## config.mk

```make
export PLATFORM = sky130hd
export DESIGN_NAME = btn_event_decoder
export DESIGN_NICKNAME = d
export VERILOG_FILES = /design/src/rtl/btn_event_decoder.sv
export SDC_FILE = /design/constraint.sdc
export NUM_CORES = 1
export LEC_CHECK = 0
export BUFFER_PORTS_ARGS = -buffer_cell sky130_fd_sc_hd__buf_2
export CELL_PAD_IN_SITES_DETAIL_PLACEMENT = 1
export CELL_PAD_IN_SITES_GLOBAL_PLACEMENT = 2
export CORE_UTILIZATION = 41
export DETAILED_ROUTE_END_ITERATION = 12
export PLACE_DENSITY_LB_ADDON = 0.1
export SLEW_MARGIN = 25
export SYNTH_ARGS = -nofsm -noshare
export SYNTH_HDL_FRONTEND = slang
export SYNTH_SLANG_ARGS = --single-unit
```

## constraint.sdc

```tcl
create_clock -name iClk -period 3.2 [get_ports iClk]
set_input_delay 0.16 -clock iClk [delete_from_list [all_inputs] [get_ports iClk]]
set_output_delay 0.16 -clock iClk [all_outputs]
set_load 0.1 [all_outputs]
```

## src/rtl/btn_event_decoder.sv

```systemverilog
// btn_event_decoder: classifies debounced button gestures into short, double and long press pulses.
//
// Ports:
//   iClk     system clock
//   iRst     asynchronous active-high reset
//   iBtn     debounced button level (1 = pressed), synchronous to iClk
//   oShort   single-cycle short-press pulse
//   oDouble  single-cycle double-press pulse
//   oLong    single-cycle long-press pulse
//   oRepeat  single-cycle auto-repeat pulse while held after a long press
//   oBusy    high whenever the FSM is not in IDLE
//   oState   current state encoding (debug)
//
// Optional feature: define BTN_AUTO_REPEAT_EN to enable oRepeat; otherwise it is tied 0.
module btn_event_decoder #(
    parameter int TICK_DIV  = 100_000,
    parameter int LONG_MS   = 1000,
    parameter int DOUBLE_MS = 300,
    parameter int REPEAT_MS = 200
) (
    input  logic       iClk,
    input  logic       iRst,
    input  logic       iBtn,
    output logic       oShort,
    output logic       oDouble,
    output logic       oLong,
    output logic       oRepeat,
    output logic       oBusy,
    output logic [2:0] oState
);
    localparam int M1     = LONG_MS > DOUBLE_MS ? LONG_MS : DOUBLE_MS;
    localparam int MAX_MS = M1 > REPEAT_MS ? M1 : REPEAT_MS;
    localparam int CW     = $clog2(MAX_MS) + 1;
    localparam int PW     = $clog2(TICK_DIV);
    typedef enum logic [2:0] {
        IDLE   = 3'd0,
        PRESS1 = 3'd1,
        WAIT2  = 3'd2,
        PRESS2 = 3'd3,
        HOLD   = 3'd4
    } state_t;
    state_t        r_state;
    logic [PW-1:0] r_pre;
    logic [CW-1:0] r_ticks;
    logic          rBtn_d;
    logic          r_short;
    logic          r_double;
    logic          r_long;
    logic          w_rise;
    logic          w_fall;
    logic          w_tick;
    logic          w_long;
    logic          w_dbl_to;
    assign w_rise   = iBtn & ~rBtn_d;
    assign w_fall   = ~iBtn & rBtn_d;
    assign w_tick   = r_pre == PW'(TICK_DIV - 1);
    // Threshold N is met on the tick that would bring the tick count to N,
    // i.e. exactly N*TICK_DIV cycles after entering the state.
    assign w_long   = w_tick && r_ticks == CW'(LONG_MS - 1);
    assign w_dbl_to = w_tick && r_ticks == CW'(DOUBLE_MS - 1);
`ifdef BTN_AUTO_REPEAT_EN
    logic r_repeat;
    logic w_repeat;
    assign w_repeat = w_tick && r_ticks == CW'(REPEAT_MS - 1);
    assign oRepeat  = r_repeat;
`else
    assign oRepeat  = 1'b0;
`endif
    assign oShort  = r_short;
    assign oDouble = r_double;
    assign oLong   = r_long;
    assign oBusy   = r_state != IDLE;
    assign oState  = r_state;
    // Each transition also clears the prescaler and tick counter so every
    // timeout is measured from state entry.
    always_ff @(posedge iClk or posedge iRst) begin
        if (iRst) begin
            r_state  <= IDLE;
            r_pre    <= '0;
            r_ticks  <= '0;
            rBtn_d   <= 1'b1;
            r_short  <= 1'b0;
            r_double <= 1'b0;
            r_long   <= 1'b0;
`ifdef BTN_AUTO_REPEAT_EN
            r_repeat <= 1'b0;
`endif
        end else begin
            rBtn_d   <= iBtn;
            r_short  <= 1'b0;
            r_double <= 1'b0;
            r_long   <= 1'b0;
`ifdef BTN_AUTO_REPEAT_EN
            r_repeat <= 1'b0;
`endif
            r_pre    <= w_tick ? '0 : r_pre + 1'b1;
            r_ticks  <= w_tick ? r_ticks + 1'b1 : r_ticks;
            case (r_state)
                IDLE: begin
                    if (w_rise) begin
                        r_state <= PRESS1;
                        r_pre   <= '0;
                        r_ticks <= '0;
                    end
                end
                PRESS1: begin
                    // A release landing on the threshold cycle wins over the long press.
                    if (w_fall) begin
                        r_state <= WAIT2;
                        r_pre   <= '0;
                        r_ticks <= '0;
                    end else if (w_long && iBtn) begin
                        r_state <= HOLD;
                        r_long  <= 1'b1;
                        r_pre   <= '0;
                        r_ticks <= '0;
                    end
                end
                WAIT2: begin
                    // A second press landing on the timeout cycle still counts as a double.
                    if (w_rise) begin
                        r_state <= PRESS2;
                        r_pre   <= '0;
                        r_ticks <= '0;
                    end else if (w_dbl_to) begin
                        r_state <= IDLE;
                        r_short <= 1'b1;
                        r_pre   <= '0;
                        r_ticks <= '0;
                    end
                end
                PRESS2: begin
                    if (w_fall) begin
                        r_state  <= IDLE;
                        r_double <= 1'b1;
                        r_pre    <= '0;
                        r_ticks  <= '0;
                    end
                end
                HOLD: begin
                    if (w_fall) begin
                        r_state <= IDLE;
                        r_pre   <= '0;
                        r_ticks <= '0;
                    end
`ifdef BTN_AUTO_REPEAT_EN
                    else if (w_repeat) begin
                        r_repeat <= 1'b1;
                        r_pre    <= '0;
                        r_ticks  <= '0;
                    end
`endif
                end
                default: begin
                    r_state <= IDLE;
                    r_pre   <= '0;
                    r_ticks <= '0;
                end
            endcase
        end
    end
endmodule

```

==> results of run 1 <==
[Yosys cell counts (2+ instances only)]
cell type / count / area share
a21oi_1: 4 / 0.010
a31oi_1: 2 / 0.0064
a32oi_1: 9 / 0.041
and3_1: 2 / 0.0064
and4_1: 6 / 0.027
and4bb_2: 2 / 0.013
buf_2: 5 / 0.013
clkbuf_1: 4 / 0.0077
dfrtp_1: 34 / 0.44
ha_1: 2 / 0.013
inv_1: 8 / 0.015
nand2_1: 8 / 0.015
nand2b_1: 4 / 0.013
nand3_1: 11 / 0.028
nand4_1: 8 / 0.026
nor2_1: 18 / 0.035
nor2b_1: 2 / 0.0064
nor3_1: 5 / 0.013
nor4_1: 2 / 0.0064
nor4b_1: 3 / 0.014
o21ai_0: 10 / 0.026
o31ai_1: 8 / 0.031
or3_1: 10 / 0.032
or4_1: 5 / 0.019
xnor2_1: 6 / 0.027
xor2_1: 7 / 0.032
[worst max-delay path: stages, from the launching register on]
cell	delay, ps
dfrtp_1	370
ha_1	240
and4_1	220
nand4_2	520
or4_1	680
a32oi_1	170
[routing by layer]
| metal | part of all wire | track usage | up-vias | routed length (um) |
|---|---|---|---|---|
| met4 | 0.0057 | 0.0400 | 0 | 27 |
| li1 | - | - | 773 | - |
| met1 | 0.49 | 0.299 | 782 | 2290 |
| met2 | 0.48 | 0.355 | 16 | 2280 |
| met5 | 0 | 0 | - | 0 |
| met3 | 0.024 | 0.0385 | 4 | 111 |
[path summary, 6_finish.rpt]
check                                    from                   end  cells past startpoint
max                        r_pre[0]$_DFF_PP0_  r_ticks[4]$_DFF_PP0_                      5
min                                      iBtn      rBtn_d$_DFF_PP1_                      1
max reg2reg                r_pre[0]$_DFF_PP0_  r_ticks[4]$_DFF_PP0_                      5
min reg2reg                r_pre[0]$_DFF_PP0_    r_pre[0]$_DFF_PP0_                      1
max in group asynchronous                iRst      rBtn_d$_DFF_PP1_                      4
min in group asynchronous                iRst  r_ticks[0]$_DFF_PP0_                      4
[cell families after synthesis]
kind of cell / share of synthesized area
AO/OA/AOI/OAI: 0.139
XOR/XNOR: 0.0586
adder cells (fa/ha/maj): 0.0129
buffers and inverters: 0.0457
flip-flops: 0.452
multiplexers: 0.00515
other: 0.00193
AND/OR/NAND/NOR: 0.285
[flip-flops by register name, indices dropped and copies added, names as in the netlist]
register,cells
oShort,1
r_ticks,11
oLong,1
oState,3
r_pre,17
oDouble,1
rBtn_d,1
[through the flow]
stage                     instances  power (mW)  hold WS [ps]
final                           265        1.03          25.0
after detailed placement        256       0.731           297
after global placement          256       0.722           285
after global routing            265        1.09          15.8
after CTS                       265        1.04          16.4
after floorplan                 202       0.677           164
[power breakdown]
| group | internal (mW) | total (mW) | switching, mW |
|---|---|---|---|
| Sequential | 0.471 | 0.508 | 0.0376 |
| Combinational | 0.0542 | 0.215 | 0.160 |
| Clock | 0.153 | 0.306 | 0.153 |
| Total | 0.677 | 1.03 | 0.351 |
[area by class of cell]
type | count | area [sq um] | share of cell area
timing repair buffer | 14 | 85.1 | 0.0402
inverter | 8 | 30.0 | 0.0142
clock buffer | 7 | 76.3 | 0.0361
clock inverter | 1 | 5.00 | 0.00237
sequential | 35 | 877 | 0.415
tap | 52 | 65.1 | 0.0308
multi-input combinational | 148 | 976 | 0.462
[repair_timing]
| action | CTS | global route |
|---|---|---|
| hold buffers | 1 | 0 |
| endpoints found under the hold margin | 34 | 0 |
| gates resized for setup | 0 | 0 |
==> impl_metrics.yaml, run 1 <==
status:
  status: "complete, no violations"
route:
  wire_per_inst_um: 17.8
  dr.pass1.iters: 6
  vias: 1575
  drtIter0Drc: 109
  drc: 0
  via_per_inst: 5.94
  wl_um: 4710
  ant_nets: 0
critical_path:
  r2r_slack_ps: 900
  required_ps: 3390
  path_max_fanout: 26
  setup.worst_path.start_class: "flop"
  worstSetupPathType: "reg2reg"
  critical_path_arrival_ps: 2490
  critPathCaptureType: "flop"
timing:
  fmax_mhz: 436
  clock_skew_ps: 9.67
  tightestPinTransition_ps: 646
  period_share: 0.717
  hold_viol: 0
  final_max_slew_viol_count: 0
  max_slew_margin: 0.569
  tns_ps: 0
  setup_viol: 0
  rsz0062_at_grt: "false"
  fin_ws_ps: 904
  period_minus_slack_ps: 2300
global_routing:
  grt_max_degree: 36
  grt_pass1_vias: 1705
  grt_usage: 0.215
  grt_pass1_wl_um: 8570
  antenna_found_initial: 0
  grt-ovfl-total: 0
finish:
  final_net_count: 217
  fin_area_sq_um: 2110
  final_cell_mix: "34 x dfrtp_1, 18 x nor2_1, 11 x nand3_1, 10 x or3_1, 10 x o21ai_0"
  syn2layout_area_growth_pct: 8.89
  drive_gt1_frac: 0.113
  layout_commonest_cell: "dfrtp_1"
  diodes: 0
  finish.utilization: 0.476
  fill_cells: 518
synth:
  synth_nets: 207
  ys.flop_type: "dfrtp_1"
  avgSynthCellArea_sq_um: 9.61
  synth_area_sq_um: 1940
  ys_types: 43
  async_flop_share: 1.00
  synth_cells: 202
  ys_seq_area_frac: 0.452
  synth_edf_count: 0
  synth_warnings: 0
  synth_seq_cells: 35
placement:
  placed_cell_area_sq_um: 2020
  hpwl_um: 3250
  place.gp.congestion: 0.808
  numPortBuffers: 9
  place_ws_ps: 914
power_and_ir_drop:
  total_leakage_power_nw: 0.859
  powerDensity_nw_per_um2: 486
  irDropWorstVdd_mv: 0.219
cts:
  numCtsBuffers: 5
  post_cts_buffers: 0
  cts_max_level: 2
  cts_buffer_depth: 2
  root_buffer: "clkbuf_8"
  clkTransAtPathRegs_ps: 70
  clock_latency_ps: 280
  clock_sinks: 35
  cts_tree: "built"
die:
  dieWidth_um: 70.8
  die_h_um: 70.8
  num_io_pins: 11
  initial_core_util: 0.437
  core_region_area_sq_um: 4440
  die_area_sq_um: 5020
  rows: 24
job:
  max_cap_viol_count: 0
hold_path:
  min_path_type: "in2reg"
Power figures use the tool's default switching activity.
==> inputs of run 2 (changes only) <==
--- a/config.mk
+++ b/config.mk
@@ -8,7 +8,7 @@
 export BUFFER_PORTS_ARGS = -buffer_cell sky130_fd_sc_hd__buf_2
 export CELL_PAD_IN_SITES_DETAIL_PLACEMENT = 1
 export CELL_PAD_IN_SITES_GLOBAL_PLACEMENT = 2
-export CORE_UTILIZATION = 41
+export CORE_UTILIZATION = 38
 export DETAILED_ROUTE_END_ITERATION = 12
 export PLACE_DENSITY_LB_ADDON = 0.1
 export SLEW_MARGIN = 25
==> constraint.sdc (replaced) <==
create_clock -name iClk -period 2.2 [get_ports iClk]
set_input_delay 0.11 -clock iClk [delete_from_list [all_inputs] [get_ports iClk]]
set_output_delay 0.11 -clock iClk [all_outputs]
set_load 0.1 [all_outputs]
==> impl_metrics.yaml, run 2 (same netlist as run 1, synthesis figures left out) <==
timing:
  clock_skew_ps: 5.47
  tns_ps: 0
  setup_viol: 0
  final_max_slew_viol_count: 0
  period_share: 0.916
  period_minus_slack_ps: 2010
  fmax_mhz: 496
  hold_viol: 0
  rsz0062_at_grt: "false"
finish:
  top_register: "r_pre"
  register_area_sq_um: 878
  fin_cells: 286
  largest_reg_flops: 17
  fill_cells: 576
  final_cell_mix: "33 x dfrtp_1, 18 x nor2_1, 11 x nand3_1, 10 x or3_1, 10 x o21ai_0"
  fin_area_sq_um: 2200
  multi_input_area_sq_um: 991
  diodes: 0
  drive_gt1_frac: 0.146
  layout_commonest_cell: "dfrtp_1"
  syn2layout_area_growth_pct: 13.3
  final_net_count: 223
hold_path:
  min_path_type: "in2async"
cts:
  clock_latency_ps: 300
  root_buffer: "clkbuf_8"
  post_cts_buffers: 0
  numCtsBuffers: 5
  clkTransAtPathRegs_ps: 80
  cts_buffer_depth: 2
  cts_max_level: 2
  cts_tree: "built"
  clock_sinks: 35
critical_path:
  critPathCaptureType: "flop"
  reg2reg_depth: 4
  path_max_fanout: 20
  setup.worst_path.start_class: "flop"
  critical_path_arrival_ps: 2230
  rr_startpoint: "r_pre[8]$_DFF_PP0_"
  cp-endpoint: "r_ticks[3]$_DFF_PP0_"
  r2r-end: "r_ticks[3]$_DFF_PP0_"
  cp-startpoint: "r_pre[8]$_DFF_PP0_"
  r2r_slack_ps: 190
  worstSetupPathType: "reg2reg"
  required_ps: 2410
power_and_ir_drop:
  total_leakage_power_nw: 0.891
  irDropWorstVdd_mv: 0.242
  powerDensity_nw_per_um2: 702
  finalPower_mw: 1.54
die:
  die_area_sq_um: 5400
  die_h_um: 73.5
  initial_core_util: 0.403
  num_io_pins: 11
  dieWidth_um: 73.5
  core_region_area_sq_um: 4820
  rows: 25
route:
  ant_nets: 0
  drtIter0Drc: 93
  drc: 0
  wire_per_inst_um: 16.8
  dr.pass1.iters: 4
  via_per_inst: 5.70
  wl_um: 4810
  vias: 1630
placement:
  dp_cells: 276
  place.gp.congestion: 0.794
  placed_cell_area_sq_um: 2080
  hpwl_um: 3240
  numPortBuffers: 9
global_routing:
  grt_max_degree: 36
  antenna_found_initial: 0
  grt_usage: 0.198
  grt_pass1_vias: 1656
  grt_pass1_wl_um: 8140
  grt-ovfl-total: 0
job:
  max_cap_viol_count: 0
status:
  status: "complete, no violations"
-- run 2: worst max-delay path, stage by stage (launching register included) --
cell     delay, ps
dfrtp_1        450
nor4b_2        390
nand4_4        330
or4_1          570
a32oi_1        190
-- run 2: cell type report --
type,count,area share
clock buffer,6,0.0330
clock inverter,2,0.00569
inverter,8,0.0136
multi-input combinational,148,0.450
sequential,35,0.399
tap,67,0.0381
timing repair buffer,20,0.0603
-- run 2: worst min path at each step --
stage | from | endpoint | slack, ps
after floorplan | iBtn | rBtn_d$_DFF_PP1_ | 110
final | iRst | oDouble$_DFF_PP0_ | 460
after detailed placement | iRst | oDouble$_DFF_PP0_ | 250
after global routing | r_pre[0]$_DFF_PP0_ | r_pre[0]$_DFF_PP0_ | 490
after CTS | r_pre[0]$_DFF_PP0_ | r_pre[0]$_DFF_PP0_ | 470
after global placement | iRst | oLong$_DFF_PP0_ | 230
-- run 2: power breakdown --
part	switching (mW)	internal (mW)
logic	0.246	0.0935
registers	0.0449	0.684
clock network	0.254	0.221
total	0.545	0.999
-- run 2: metal layers --
metal | wire, um | vias to the layer above | track usage
met1 | 2330 | 812 | 0.259
met5 | 0 | - | 0
met3 | 123 | 7 | 0.0370
li1 | - | 789 | -
met4 | 74 | 0 | 0.0769
met2 | 2280 | 22 | 0.324
-- run 2: repair_timing --
action | CTS | global route
resized for setup | 0 | 2
hold endpoints to repair | 35 | 0
setup endpoints to repair | 0 | 31
hold buffers | 2 | 0
-- run 2: stage by stage --
| stage | util | hold slack (ps) | worst slack (ps) |
|---|---|---|---|
| after floorplan | - | 114 | 59.0 |
| after global placement | 0.432 | 232 | 190 |
| after detailed placement | 0.432 | 252 | 89.4 |
| after CTS | 0.454 | 470 | 60.8 |
| after global routing | 0.457 | 493 | 29.8 |
| final | 0.457 | 459 | 185 |
==> inputs of run 3 (changes only) <==
==> constraint.sdc (replaced) <==
create_clock -name iClk -period 2.2 [get_ports iClk]
set_input_delay 0.11 -clock iClk [delete_from_list [all_inputs] [get_ports iClk]]
set_output_delay 0.11 -clock iClk [all_outputs]
set_load 0.005 [all_outputs]
==> impl_metrics.yaml, run 3 (same netlist as run 1, synthesis figures left out) <==
cts:
  cts_buffer_depth: 2
  clock_sinks: 35
  cts_max_level: 2
  clock_latency_ps: 290
  clkTransAtPathRegs_ps: 80
  cts_tree: "built"
  root_buffer: "clkbuf_8"
  numCtsBuffers: 5
finish:
  register_area_sq_um: 877
  drive_gt1_frac: 0.133
  layout_commonest_cell: "dfrtp_1"
  final_cell_mix: "34 x dfrtp_1, 18 x nor2_1, 11 x nand3_1, 10 x or3_1, 10 x o21ai_0"
  final_net_count: 222
  top_register: "r_pre"
  diodes: 0
  multi_input_area_sq_um: 985
  fill_cells: 555
  syn2layout_area_growth_pct: 13.3
  largest_reg_flops: 17
die:
  dieWidth_um: 73.5
  num_io_pins: 11
  die_area_sq_um: 5400
  die_h_um: 73.5
  core_region_area_sq_um: 4820
  initial_core_util: 0.403
  rows: 25
power_and_ir_drop:
  pwr-share-comb: 0.158
  switchingPower_uw: 434
  irDropWorstVdd_mv: 0.231
  power_frac_seq: 0.489
  clkPwrFrac: 0.353
  total_leakage_power_nw: 0.898
  switching_share: 0.290
  intPower_mw: 1.06
  powerDensity_nw_per_um2: 680
  finalPower_mw: 1.50
critical_path:
  crit_slowest_cell: "dfrtp_1"
  rr_startpoint: "r_pre[8]$_DFF_PP0_"
  path_max_fanout: 17
  critical_path_arrival_ps: 2220
  setup.worst_path.start_class: "flop"
  crit_path_max_incr_delay_ps: 440
  worstSetupPathType: "reg2reg"
  cp_cell_sequence: "nor4b_2 > nand4_4 > buf_4 > or3_1 > a32oi_1"
  required_ps: 2410
  critPathCaptureType: "flop"
  cp-startpoint: "r_pre[8]$_DFF_PP0_"
timing:
  fmax_mhz: 497
  tightestPinTransition_ps: 506
  max_slew_margin: 0.662
  rsz0062_at_grt: "false"
  setup_viol: 0
  period_share: 0.915
  final_max_slew_viol_count: 0
  tns_ps: 0
  clock_skew_ps: 7.87
  period_minus_slack_ps: 2010
  hold_viol: 0
route:
  via_per_inst: 5.79
  drc: 0
  ant_nets: 0
  wire_per_inst_um: 17.5
  drtIter0Drc: 72
  vias: 1649
  wl_um: 4980
  dr.pass1.iters: 4
global_routing:
  grt_pass1_wl_um: 8560
  antenna_found_initial: 0
  grt_pass1_vias: 1715
  grt_max_degree: 25
  grt-ovfl-total: 0
  grt_usage: 0.208
placement:
  place.gp.congestion: 0.778
  numPortBuffers: 9
  hpwl_um: 3420
job:
  max_cap_viol_count: 0
status:
  status: "complete, no violations"
hold_path:
  min_path_type: "in2async"
## run 3: cell count changes in the layout (fill, tap and decap cells not counted)
| cell | previous run | this run |
|---|---|---|
| buf_4 | 9 | 8 |
| clkbuf_8 | 5 | 7 |
| clkinv_2 | 1 | 0 |
| clkinvlp_4 | 1 | 0 |
| dfrtp_1 | 33 | 34 |
| dfrtp_2 | 1 | 0 |
| nor4bb_1 | 0 | 1 |
| nor4bb_2 | 1 | 0 |
## run 3: final cells by class
type,instances,share of cell area
multi-input cells,148,0.447
flip-flops and latches,35,0.399
repair buffers,19,0.0569
clock buffers,8,0.0455
well taps,67,0.0381
inverters,8,0.0136
## run 3: through the flow
step	std cells	hold slack, ps	util	instance area (sq um)	setup slack, ps
floorplan	202	114	-	1940	517
global placement	275	131	0.430	2070	177
detailed placement	275	168	0.430	2070	89.7
CTS	285	409	0.455	2190	77.0
global route	285	437	0.457	2200	56.6
finish	285	396	0.457	2200	188
## run 3: power by group through the flow
stage	registers, mW	logic, mW	clock network (mW)
after detailed placement	0.743	0.234	0
after global placement	0.738	0.229	0
final	0.732	0.236	0.529
after floorplan	0.734	0.150	0
after CTS	0.731	0.239	0.547
after global routing	0.739	0.266	0.560
## run 3: path summary, 6_finish.rpt
| check | endpoint | slack [ps] | cells after the start |
|---|---|---|---|
| worst max-delay path | r_ticks[10]$_DFF_PP0_ | 190 | 5 |
| max in group asynchronous | r_pre[4]$_DFF_PP0_ | 1100 | 4 |
| worst min register to register | r_pre[0]$_DFF_PP0_ | 470 | 1 |
| worst min-delay path | oState[0]$_DFFE_PP0P_ | 400 | 3 |
| min in group iClk | r_pre[0]$_DFF_PP0_ | 470 | 1 |
| worst max register to register | r_ticks[10]$_DFF_PP0_ | 190 | 5 |
## run 3: worst max-delay path, delay by kind of cell (launching register included)
| kind | cells | cell delay (ps) |
|---|---|---|
| AO/OA/AOI/OAI | 1 | 150 |
| buffers and inverters | 1 | 270 |
| flip-flops | 1 | 440 |
| AND/OR/NAND/NOR | 3 | 1070 |
## run 3: routing by layer
metal	wire length (um)	track usage	up-vias
li1	-	-	787
met1	2350	0.270	835
met2	2430	0.344	20
met3	131	0.0425	7
met4	68	0.0705	0
met5	0	0	-
## run 3: timing repair
| item | CTS | global route |
|---|---|---|
| gates resized for setup | 0 | 1 |
| hold buffers | 2 | 0 |
| buffers inserted | 0 | 0 |
| hold endpoints to repair | 11 | 0 |
| setup endpoints to repair | 0 | 7 |
